### src/rtl/alu_pkg.sv
// Shared operand/opcode types and the ADD/SUB datapath helpers.
// Used by alu_responder; ALU_RSP_ERR_EN enables the optional error bit there.
package alu_pkg;

  localparam int ALU_RES_W = 32;

  typedef struct packed {
    logic [31:0] op1;
    logic [31:0] op2;
  } op_t;

  typedef enum logic [31:0] {
    ADD = 32'd0,
    SUB = 32'd1
  } opcode_t;

  // Anything outside ADD/SUB produces a zero result.
  function automatic logic [ALU_RES_W-1:0] alu_result(input op_t ops, input logic [31:0] opc);
    logic [ALU_RES_W-1:0] res;
    case (opc)
      ADD:     res = ops.op1 + ops.op2;
      SUB:     res = ops.op1 - ops.op2;
      default: res = {ALU_RES_W{1'b0}};
    endcase
    return res;
  endfunction

  function automatic logic alu_legal(input logic [31:0] opc);
    logic ok;
    case (opc)
      ADD:     ok = 1'b1;
      SUB:     ok = 1'b1;
      default: ok = 1'b0;
    endcase
    return ok;
  endfunction

endpackage

### src/rtl/resp_fifo.sv
// Synchronous power-of-two FIFO with registered storage and no read bypass.
// The head word is always the storage entry at the read pointer.
module resp_fifo #(
  parameter int DATA_W = 32,
  parameter int DEPTH  = 4
) (
  input  logic              clk,
  input  logic              rst,
  input  logic              push,
  input  logic              pop,
  input  logic [DATA_W-1:0] wdata,
  output logic              full,
  output logic              empty,
  output logic [DATA_W-1:0] rdata
);

  localparam int PTR_W = $clog2(DEPTH);
  localparam logic [PTR_W-1:0] PTR_ONE  = PTR_W'(1);
  localparam logic [PTR_W:0]   CNT_ONE  = (PTR_W+1)'(1);
  localparam logic [PTR_W:0]   CNT_FULL = (PTR_W+1)'(DEPTH);

  logic [DATA_W-1:0] mem_r [DEPTH];
  logic [PTR_W-1:0]  wr_ptr_r;
  logic [PTR_W-1:0]  rd_ptr_r;
  logic [PTR_W:0]    count_r;
  logic              push_s;
  logic              pop_s;

  // Overflowing pushes and underflowing pops are dropped here as well as upstream.
  assign push_s = push & ~full;
  assign pop_s  = pop & ~empty;
  assign full   = (count_r == CNT_FULL);
  assign empty  = (count_r == {(PTR_W+1){1'b0}});
  assign rdata  = mem_r[rd_ptr_r];

  // Storage, pointers and occupancy count.
  always_ff @(posedge clk or posedge rst) begin
    if (rst) begin
      wr_ptr_r <= {PTR_W{1'b0}};
      rd_ptr_r <= {PTR_W{1'b0}};
      count_r  <= {(PTR_W+1){1'b0}};
      for (int i = 0; i < DEPTH; i++) begin
        mem_r[i] <= {DATA_W{1'b0}};
      end
    end else begin
      if (push_s) begin
        mem_r[wr_ptr_r] <= wdata;
        wr_ptr_r        <= wr_ptr_r + PTR_ONE;
      end
      if (pop_s) begin
        rd_ptr_r <= rd_ptr_r + PTR_ONE;
      end
      case ({push_s, pop_s})
        2'b10:   count_r <= count_r + CNT_ONE;
        2'b01:   count_r <= count_r - CNT_ONE;
        default: count_r <= count_r;
      endcase
    end
  end

endmodule

### src/rtl/alu_responder.sv
// Flow-controlled ADD/SUB responder: results queue in resp_fifo and drain on rsp_*.
// Define ALU_RSP_ERR_EN to carry an illegal-opcode flag per entry on rsp_err.
module alu_responder
  import alu_pkg::*;
#(
  parameter int DEPTH = 4,
  parameter int CNT_W = 16
) (
  input  logic             clk,
  input  logic             rst,
  input  logic             req_valid,
  output logic             req_ready,
  input  logic [63:0]      req_operands,
  input  logic [31:0]      req_opcode,
  output logic             rsp_valid,
  input  logic             rsp_ready,
  output logic [31:0]      rsp_res,
`ifdef ALU_RSP_ERR_EN
  output logic             rsp_err,
`endif
  output logic [CNT_W-1:0] done_cnt
);

`ifdef ALU_RSP_ERR_EN
  localparam int ENT_W = ALU_RES_W + 1;
`else
  localparam int ENT_W = ALU_RES_W;
`endif
  localparam logic [CNT_W-1:0] DONE_ONE = CNT_W'(1);

  op_t                  ops_s;
  logic [ALU_RES_W-1:0] res_s;
  logic [ENT_W-1:0]     wdata_s;
  logic [ENT_W-1:0]     head_s;
  logic                 full_s;
  logic                 empty_s;
  logic                 push_s;
  logic                 pop_s;
  logic [CNT_W-1:0]     done_cnt_r;

  assign ops_s = req_operands;

  // Opcode decode and result mux for the request currently offered.
  always_comb begin
    res_s = alu_result(ops_s, req_opcode);
`ifdef ALU_RSP_ERR_EN
    wdata_s = {~alu_legal(req_opcode), res_s};
`else
    wdata_s = res_s;
`endif
  end

  // Ready depends only on registered occupancy, never on rsp_ready.
  assign req_ready = ~full_s;
  assign rsp_valid = ~empty_s;
  assign push_s    = req_valid & ~full_s;
  assign pop_s     = rsp_ready & ~empty_s;
  assign rsp_res   = head_s[ALU_RES_W-1:0];
`ifdef ALU_RSP_ERR_EN
  assign rsp_err   = head_s[ALU_RES_W];
`endif
  assign done_cnt  = done_cnt_r;

  resp_fifo #(
    .DATA_W (ENT_W),
    .DEPTH  (DEPTH)
  ) u_fifo (
    .clk   (clk),
    .rst   (rst),
    .push  (push_s),
    .pop   (pop_s),
    .wdata (wdata_s),
    .full  (full_s),
    .empty (empty_s),
    .rdata (head_s)
  );

  // Completed-response counter, wraps naturally.
  always_ff @(posedge clk or posedge rst) begin
    if (rst) begin
      done_cnt_r <= {CNT_W{1'b0}};
    end else if (pop_s) begin
      done_cnt_r <= done_cnt_r + DONE_ONE;
    end else begin
      done_cnt_r <= done_cnt_r;
    end
  end

endmodule
### config.mk
export PLATFORM = sky130hd
export DESIGN_NAME = alu_responder
export DESIGN_NICKNAME = d
export VERILOG_FILES = /design/src/rtl/alu_pkg.sv /design/src/rtl/resp_fifo.sv /design/src/rtl/alu_responder.sv
export SDC_FILE = /design/constraint.sdc
export NUM_CORES = 1
export LEC_CHECK = 0
export ABC_CLOCK_PERIOD_IN_PS = 4300
export BUFFER_PORTS_ARGS = -buffer_cell sky130_fd_sc_hd__buf_2
export CAP_MARGIN = 20
export CORE_ASPECT_RATIO = 0.6
export CORE_MARGIN = 10
export CORE_UTILIZATION = 45
export CTS_CLUSTER_SIZE = 16
export DETAILED_ROUTE_END_ITERATION = 8
export GPL_TIMING_DRIVEN = 1
export PLACE_DENSITY = 0.68
export SYNTH_ARGS = -nofsm -noshare
export SYNTH_HDL_FRONTEND = slang
export SYNTH_HIERARCHICAL = 1
export SYNTH_SLANG_ARGS = --single-unit
### constraint.sdc
create_clock -name clk -period 4.3 [get_ports clk]
set_input_delay 0.86 -clock clk [delete_from_list [all_inputs] [get_ports clk]]
set_output_delay 0.86 -clock clk [all_outputs]
set_load 0.005 [all_outputs]
==> metrics.md, run 1 <==
| Metric | Value |
|---|---|
| Cell taking the most area after synthesis | dfrtp_1 |
| CTS tree | built |
| Die Ht | roughly 130 um |
| CTS Sinks | 151 |
| H-tree levels | 4 |
| Status | complete, but fails checks |
| Final Cycle Share | 105% |
| Port buffer count | 149 |
| Max-cap check violation count | 0 |
| Max Freq | between 0.2 and 0.25 GHz |
| Sequential power share | a little over a third |
| Sequential Area | ~3800 um^2 |
| # fillers | 1659 |
| Mapped Area | a little over 9000 um^2 |
| CTS max path bufs | 2 |
| Post-route minimum period | about 4.5 ns |
| Rel. slew slack | 34.2% |
| GRT Total Usage | 18.3% |
| Number of synthesized register bits | between 150 and 200 |
| Post-CTS Hold Buffers | 0 |
| Post-synth net total | between 900 and 1000 |
| CP max FO | 4 |
| Placement Setup Slack | -0.751 ns |
| CP required | approximately 4.6 ns |
| Tightest Hold Check Type | flip-flop to flip-flop |
| Vias in the first global route | roughly 7600 |
| Worst-Skew Late Latency | ~0.43 ns |
| Clock buffer count from CTS | 17 |
| Worst-path clk slew | around 0.07 ns |
| Worst slew pin tran | just under 1 ns |
| Ys flop type | dfrtp_1 |
| Fin. Hold Viols | 0 |
| Asr flop ratio synth | 100% |
| FP Rows | 40 |
| Warnings from Yosys | 6 |
| Final WS setup | -0.232 ns |
| Share of cells above drive strength 1 | between 40% and 50% |
| Max Slew Vio Count | 0 |
| Vias per cell | between 5 and 6 |
| Synth Instances | approximately 800 |
| Root Driver | clkbuf_16 |
| Post-Synth XOR/XNOR Area | under 10% |
| Most frequent cells in the layout | 150 x dfrtp_1, 147 x buf_2, 138 x buf_4, 107 x mux2_2, 44 x nor2_1 |
| Multi-input gate area | 5490 um^2 |
| Worst EP arrival | between 4 and 5 ns |
| Hold_ws | between 0.4 and 0.5 ns |
| First-pass GRT wire length | 39900 um |
| Core area | approximately 20000 um^2 |
| Post-synthesis simple-gate area fraction | 10.3% |
| Critical Path End Type | flip-flop |
| Clock skew | 0.00894 ns |
| EDFF count, synth | 0 |
| Adder-Cell Fraction of Synth Area | approximately 5.5% |
| Register area share after synthesis | 40.5% |
| HPWL after DPL | roughly 18000 um |
| Antenna diodes | 0 |
| Pin count of the biggest net entering global routing | between 80 and 90 |
| Via Count | 7319 |
| Final net count | approximately 1200 |
| Netlist cell types | between 50 and 60 |
| Antenna violations before repair | 0 |
| Combinational share of power | 29.9% |
| Crit start category | input pin |
| Kind of critical path | input pin to flip-flop |
| Post-route DRC | 0 |
| Fraction of synthesized area in multiplexers | 23.5% |
| Synth top area cells | dfrtp_1 41%, mux2_2 16%, mux4_2 7.7% |
| Largest family of logic cells by synthesized area | multiplexers |
| Post-route antenna net violation count | 0 |
| WL final | about 25000 um |
| Final Util | between 60% and 70% |
| WL per Instance | between 15 and 20 um |
| Die Area | 27100 um^2 |
| Leakage | 6.10 nW |
| Sw Ratio | 33.0% |
| Area share of the largest cell type after synthesis | roughly two fifths |
| Failing checks | negative setup slack |
| Die width | between 200 and 250 um |
| Pwr Density | about 370 nW/um^2 |
| Ports | 150 |
| First DRT Iteration DRCs | ~350 |
| RSZ-0062 raised after global routing | yes |
| GRT overflow | 0 |
| Syn Area/Cell | around 12 um^2 |
| Starting Density | 46.2% |
| Setup TNS | -2.38 ns |
| Synth-to-Final Area Change | 30.4% |
| Gpl congestion | 0.888 |
| Switching power | 1.50 mW |
| Commonest non-fill, non-tap cell in the layout | dfrtp_1 |
| # setup viols final | 20 |
| First-pass detailed-route iteration total | 4 |
| Cell internal pwr | roughly 3.0 mW |
| Compound-cell area share of the yosys netlist | 9.71% |
| Max rail drop VDD | between 0.0003 and 0.0004 V |
| Clk network pwr share | ~34% |
[through the flow]
stage | cells | power (mW) | instance area (um^2)
floorplan | 802 | 2.57 | 9420
global placement | 1318 | 2.97 | 11300
detailed placement | 1318 | 2.99 | 11300
CTS | 1354 | 4.56 | 12000
global route | 1358 | 4.79 | 12100
finish | 1358 | 4.55 | 12100
[area by class of cell]
type,count,area share (%)
multi-input combinational,593,45.2
sequential,151,31.1
timing repair buffer,289,15.1
clock buffer,17,3.50
tap,273,2.81
clock inverter,15,1.46
inverter,20,0.814
[timing repair]
item | in CTS | in global routing
setup endpoints to repair | 24 | 41
resized for setup | 24 | 26
setup buffers | 4 | 4
pin swaps | 10 | 13
[sequential cells by signal, summed over array words and instances, names as in the netlist]
name / flops
u_fifo/wr_ptr_r: 2
u_fifo/mem_r: 128
u_fifo/rd_ptr_r: 2
done_cnt: 16
u_fifo/count_r: 3
[final timing paths]
kind                       depth (start not counted)  slack, ns                      endpoint                           from
max                                               19      -0.23  u_fifo/mem_r[94]$_DFFE_PP0P_                req_operands[0]
min                                                1       0.49      done_cnt[12]$_DFFE_PP0P_       done_cnt[12]$_DFFE_PP0P_
max reg2reg                                        6       1.78  u_fifo/mem_r[14]$_DFFE_PP0P_  u_fifo/count_r[2]$_DFFE_PP0P_
min reg2reg                                        1       0.49      done_cnt[12]$_DFFE_PP0P_       done_cnt[12]$_DFFE_PP0P_
max in group asynchronous                          3       2.89  u_fifo/mem_r[44]$_DFFE_PP0P_                            rst
min in group asynchronous                          2       0.54       done_cnt[5]$_DFFE_PP0P_                            rst
[Yosys cell counts, types with 4 or more instances]
| cell | count |
|---|---|
| a21o_1 | 26 |
| a21oi_1 | 34 |
| a31oi_1 | 6 |
| and2_1 | 4 |
| and3_1 | 9 |
| and4_1 | 5 |
| buf_2 | 5 |
| buf_6 | 12 |
| clkbuf_1 | 21 |
| dfrtp_1 | 151 |
| ha_1 | 38 |
| inv_1 | 20 |
| mux2_2 | 130 |
| mux4_2 | 32 |
| nand2_1 | 40 |
| nand3_1 | 11 |
| nand4_1 | 13 |
| nor2_1 | 50 |
| nor2b_1 | 4 |
| nor3_1 | 12 |
| nor4_1 | 9 |
| o21a_1 | 8 |
| o21ai_0 | 21 |
| o21bai_1 | 5 |
| o31a_1 | 4 |
| o31ai_1 | 10 |
| or3_1 | 6 |
| xnor2_1 | 37 |
| xor2_1 | 38 |
[power groups by stage]
stage | Combinational (mW) | Clock, mW | Sequential [mW]
floorplan | 0.987 | 0 | 1.58
global placement | 1.30 | 0 | 1.68
detailed placement | 1.31 | 0 | 1.68
CTS | 1.34 | 1.57 | 1.65
global route | 1.48 | 1.64 | 1.67
finish | 1.36 | 1.54 | 1.65
[worst max-delay path: stages]
cell,delay (ns)
buf_12,0.11
inv_12,0.04
ha_4,0.11
or4b_4,0.47
nand2b_4,0.17
nand2b_4,0.15
or3_4,0.34
or4_4,0.47
o31ai_4,0.19
xor2_1,0.09
ha_1,0.33
nand4_1,0.14
or2_1,0.30
or2_4,0.27
o21a_1,0.19
o2111ai_2,0.06
xnor2_1,0.15
nor2_2,0.08
mux2_4,0.31
[cell families after synthesis]
kind of cell,Yosys count
mux,163
fa+ha+maj,40
compound gates,135
buf+inv,58
xor+xnor,75
flops,151
simple gates,180
[routing by layer]
layer  global-route usage, %  up-vias  wire length (um)
met5                       0        -                 0
met4                    3.31        0               129
met3                    4.59       13              1370
met2                    27.3      165             11400
met1                    26.3     3640             11700
li1                        -     3501                 -
(Power assumes the default switching activity.)
==> run 2: changes to the inputs <==
--- a/config.mk
+++ b/config.mk
@@ -19,3 +19,4 @@
 export SYNTH_HDL_FRONTEND = slang
 export SYNTH_HIERARCHICAL = 1
 export SYNTH_SLANG_ARGS = --single-unit
+export TNS_END_PERCENT = 1
==> metrics.md, run 2 (synthesis results as in run 1) <==
| Metric | Value |
|---|---|
| Pwr Density | 366 nW/um^2 (was 374 nW/um^2) |
| Post-route minimum period | 4.69 ns (was 4.53 ns) |
| Max Freq | 0.213 GHz (was 0.221 GHz) |
| Core area | 20200 um^2 (unchanged) |
| Antenna violations before repair | 0 (unchanged) |
| Kind of critical path | input pin to flip-flop (unchanged) |
| Die Ht | 131 um (unchanged) |
| Worst-path clk slew | 0.06 ns (was 0.07 ns) |
| CP max FO | 4 (unchanged) |
| Post-route DRC | 0 (unchanged) |
| # setup viols final | 28 (was 20) |
| Vias per cell | 5.35 (was 5.39) |
| CP required | 4.59 ns (was 4.61 ns) |
| Worst slew pin tran | 0.994 ns (was 0.984 ns) |
| Final std cells w/o fill | 1365 (was 1358) |
| Synth-to-Final Area Change | 29.7% (was 30.4%) |
| Critical Path End Type | flip-flop (unchanged) |
| Hold_ws | 0.467 ns (was 0.485 ns) |
| HPWL after DPL | 18800 um (was 18400 um) |
| Max reg flops | 128 (unchanged) |
| Post-route antenna net violation count | 0 (unchanged) |
| Final Util | 59.9% (was 60.2%) |
| Clock skew | 0.00656 ns (was 0.00894 ns) |
| Die width | 206 um (unchanged) |
| RSZ-0062 raised after global routing | yes (unchanged) |
| Pin count of the biggest net entering global routing | 71 (was 81) |
| CTS Sinks | 151 (unchanged) |
| Status | complete, but fails checks (unchanged) |
| CTS tree | built (unchanged) |
| Leakage | 6.11 nW (was 6.10 nW) |
| First-pass GRT wire length | 41000 um (was 39900 um) |
| Clock buffer count from CTS | 17 (unchanged) |
| Vias in the first global route | 7721 (was 7562) |
| Gpl congestion | 0.880 (was 0.888) |
| GRT Total Usage | 18.4% (was 18.3%) |
| Root Driver | clkbuf_16 (unchanged) |
| Most flop-heavy register | u_fifo/mem_r (unchanged) |
| First-pass detailed-route iteration total | 4 (unchanged) |
| First DRT Iteration DRCs | 466 (was 349) |
| Crit start category | input pin (unchanged) |
| Antenna diodes | 0 (unchanged) |
| Worst EP arrival | 4.98 ns (was 4.84 ns) |
| Die Area | 27100 um^2 (unchanged) |
| Starting Density | 46.2% (unchanged) |
| Delay-heaviest family, CP | simple AND/OR/NAND/NOR gates (unchanged) |
| Commonest non-fill, non-tap cell in the layout | dfrtp_1 (unchanged) |
| WL final | 24800 um (was 24600 um) |
| Failing checks | negative setup slack (unchanged) |
| Placed Cells | 1331 (was 1318) |
| Share of cells above drive strength 1 | 49.1% (was 48.9%) |
| Max Slew Vio Count | 0 (unchanged) |
| Max-cap check violation count | 0 (unchanged) |
| Final Cycle Share | 109% (was 105%) |
| H-tree levels | 4 (unchanged) |
| WL per Instance | 18.2 um (was 18.1 um) |
| GRT overflow | 0 (unchanged) |
| Most frequent cells in the layout | 150 x dfrtp_1, 147 x buf_2, 145 x buf_4, 120 x mux2_2, 44 x nor2_1 (was 150 x dfrtp_1, 147 x buf_2, 138 x buf_4, 107 x mux2_2, 44 x nor2_1) |
| Worst-path cell chain | buf_8 > inv_4 > ha_4 > or4b_4 > nand2b_4 > nand2b_4 > or3_4 > or4_4 > o31ai_4 > xor2_1 > ha_1 > nand4_1 > or2_1 > or2_4 > o21a_1 > o2111ai_2 > xnor2_2 > nor2_4 > mux2_4 (was buf_12 > inv_12 > ha_4 > or4b_4 > nand2b_4 > nand2b_4 > or3_4 > or4_4 > o31ai_4 > xor2_1 > ha_1 > nand4_1 > or2_1 > or2_4 > o21a_1 > o2111ai_2 > xnor2_1 > nor2_2 > mux2_4) |
| Max stage delay cell, worst path | or4b_4 (unchanged) |
| Rel. slew slack | 33.5% (was 34.2%) |
| Via Count | 7303 (was 7319) |
| Fin. Hold Viols | 0 (unchanged) |
| Ports | 150 (unchanged) |
| Tightest Hold Check Type | flip-flop to flip-flop (unchanged) |
| Top cell by count, worst path | nand2b_4 (unchanged) |
| CTS max path bufs | 2 (unchanged) |
| Max rail drop VDD | 0.000313 V (was 0.000318 V) |
| Final WS setup | -0.390 ns (was -0.232 ns) |
| FP Rows | 40 (unchanged) |
| Crit path largest cell delay | 0.47 ns (about the same) |
| Buf+Inv Stages, Crit Path | 2 (unchanged) |
| Worst-Skew Late Latency | 0.42 ns (was 0.43 ns) |
| Final net count | 1219 (was 1212) |
| Port buffer count | 149 (unchanged) |
[run 2: final timing paths]
check	start	end	slack [ns]	cells past startpoint
min in group asynchronous	rst	done_cnt[8]$_DFFE_PP0P_	0.54	2
setup reg to reg	u_fifo/count_r[2]$_DFFE_PP0P_	u_fifo/mem_r[5]$_DFFE_PP0P_	1.79	6
setup / recovery	req_operands[1]	u_fifo/mem_r[94]$_DFFE_PP0P_	-0.39	19
hold reg to reg	done_cnt[15]$_DFFE_PP0P_	done_cnt[15]$_DFFE_PP0P_	0.47	1
max in group asynchronous	rst	u_fifo/mem_r[107]$_DFFE_PP0P_	2.85	3
hold / removal	done_cnt[15]$_DFFE_PP0P_	done_cnt[15]$_DFFE_PP0P_	0.47	1
[run 2: metrics by stage]
stage | instance area (um^2) | setup slack, ns | TNS (ns) | power, mW
final | 12100 | -0.390 | -6.86 | 4.42
after global routing | 12100 | -0.552 | -11.95 | 4.66
after CTS | 11900 | -0.407 | -7.42 | 4.44
after detailed placement | 11300 | -0.855 | -26.54 | 3.00
after global placement | 11300 | -0.785 | -23.08 | 2.98
after floorplan | 9330 | -0.399 | -30.68 | 2.56
[run 2: metal layers]
layer | track usage, % | vias to the layer above | share of wire (%)
li1 | - | 3503 | -
met1 | 26.8 | 3658 | 50
met2 | 27.8 | 134 | 45
met3 | 3.76 | 8 | 4.6
met4 | 3.39 | 0 | 0.42
met5 | 0 | - | 0
[run 2: what timing repair did]
item,in CTS,in global routing
resized for setup,15,35
buffers inserted,1,1
hold buffers,0,0
pin swaps,9,16
setup endpoints to repair,28,59
[run 2: cell type report]
cell class / count / area, um^2
clock buffer: 19 / 443
multi-input combinational: 593 / 5430
fill: 1710 / 8090
sequential: 151 / 3780
timing repair buffer: 296 / 1890
clock inverter: 13 / 121
inverter: 20 / 82.6
tap: 273 / 342
[run 2: report_power, final]
group          internal (mW)  switching (mW)
Sequential              1.49           0.163
Clock                  0.817           0.605
Combinational          0.679           0.665
Total                   2.98            1.43
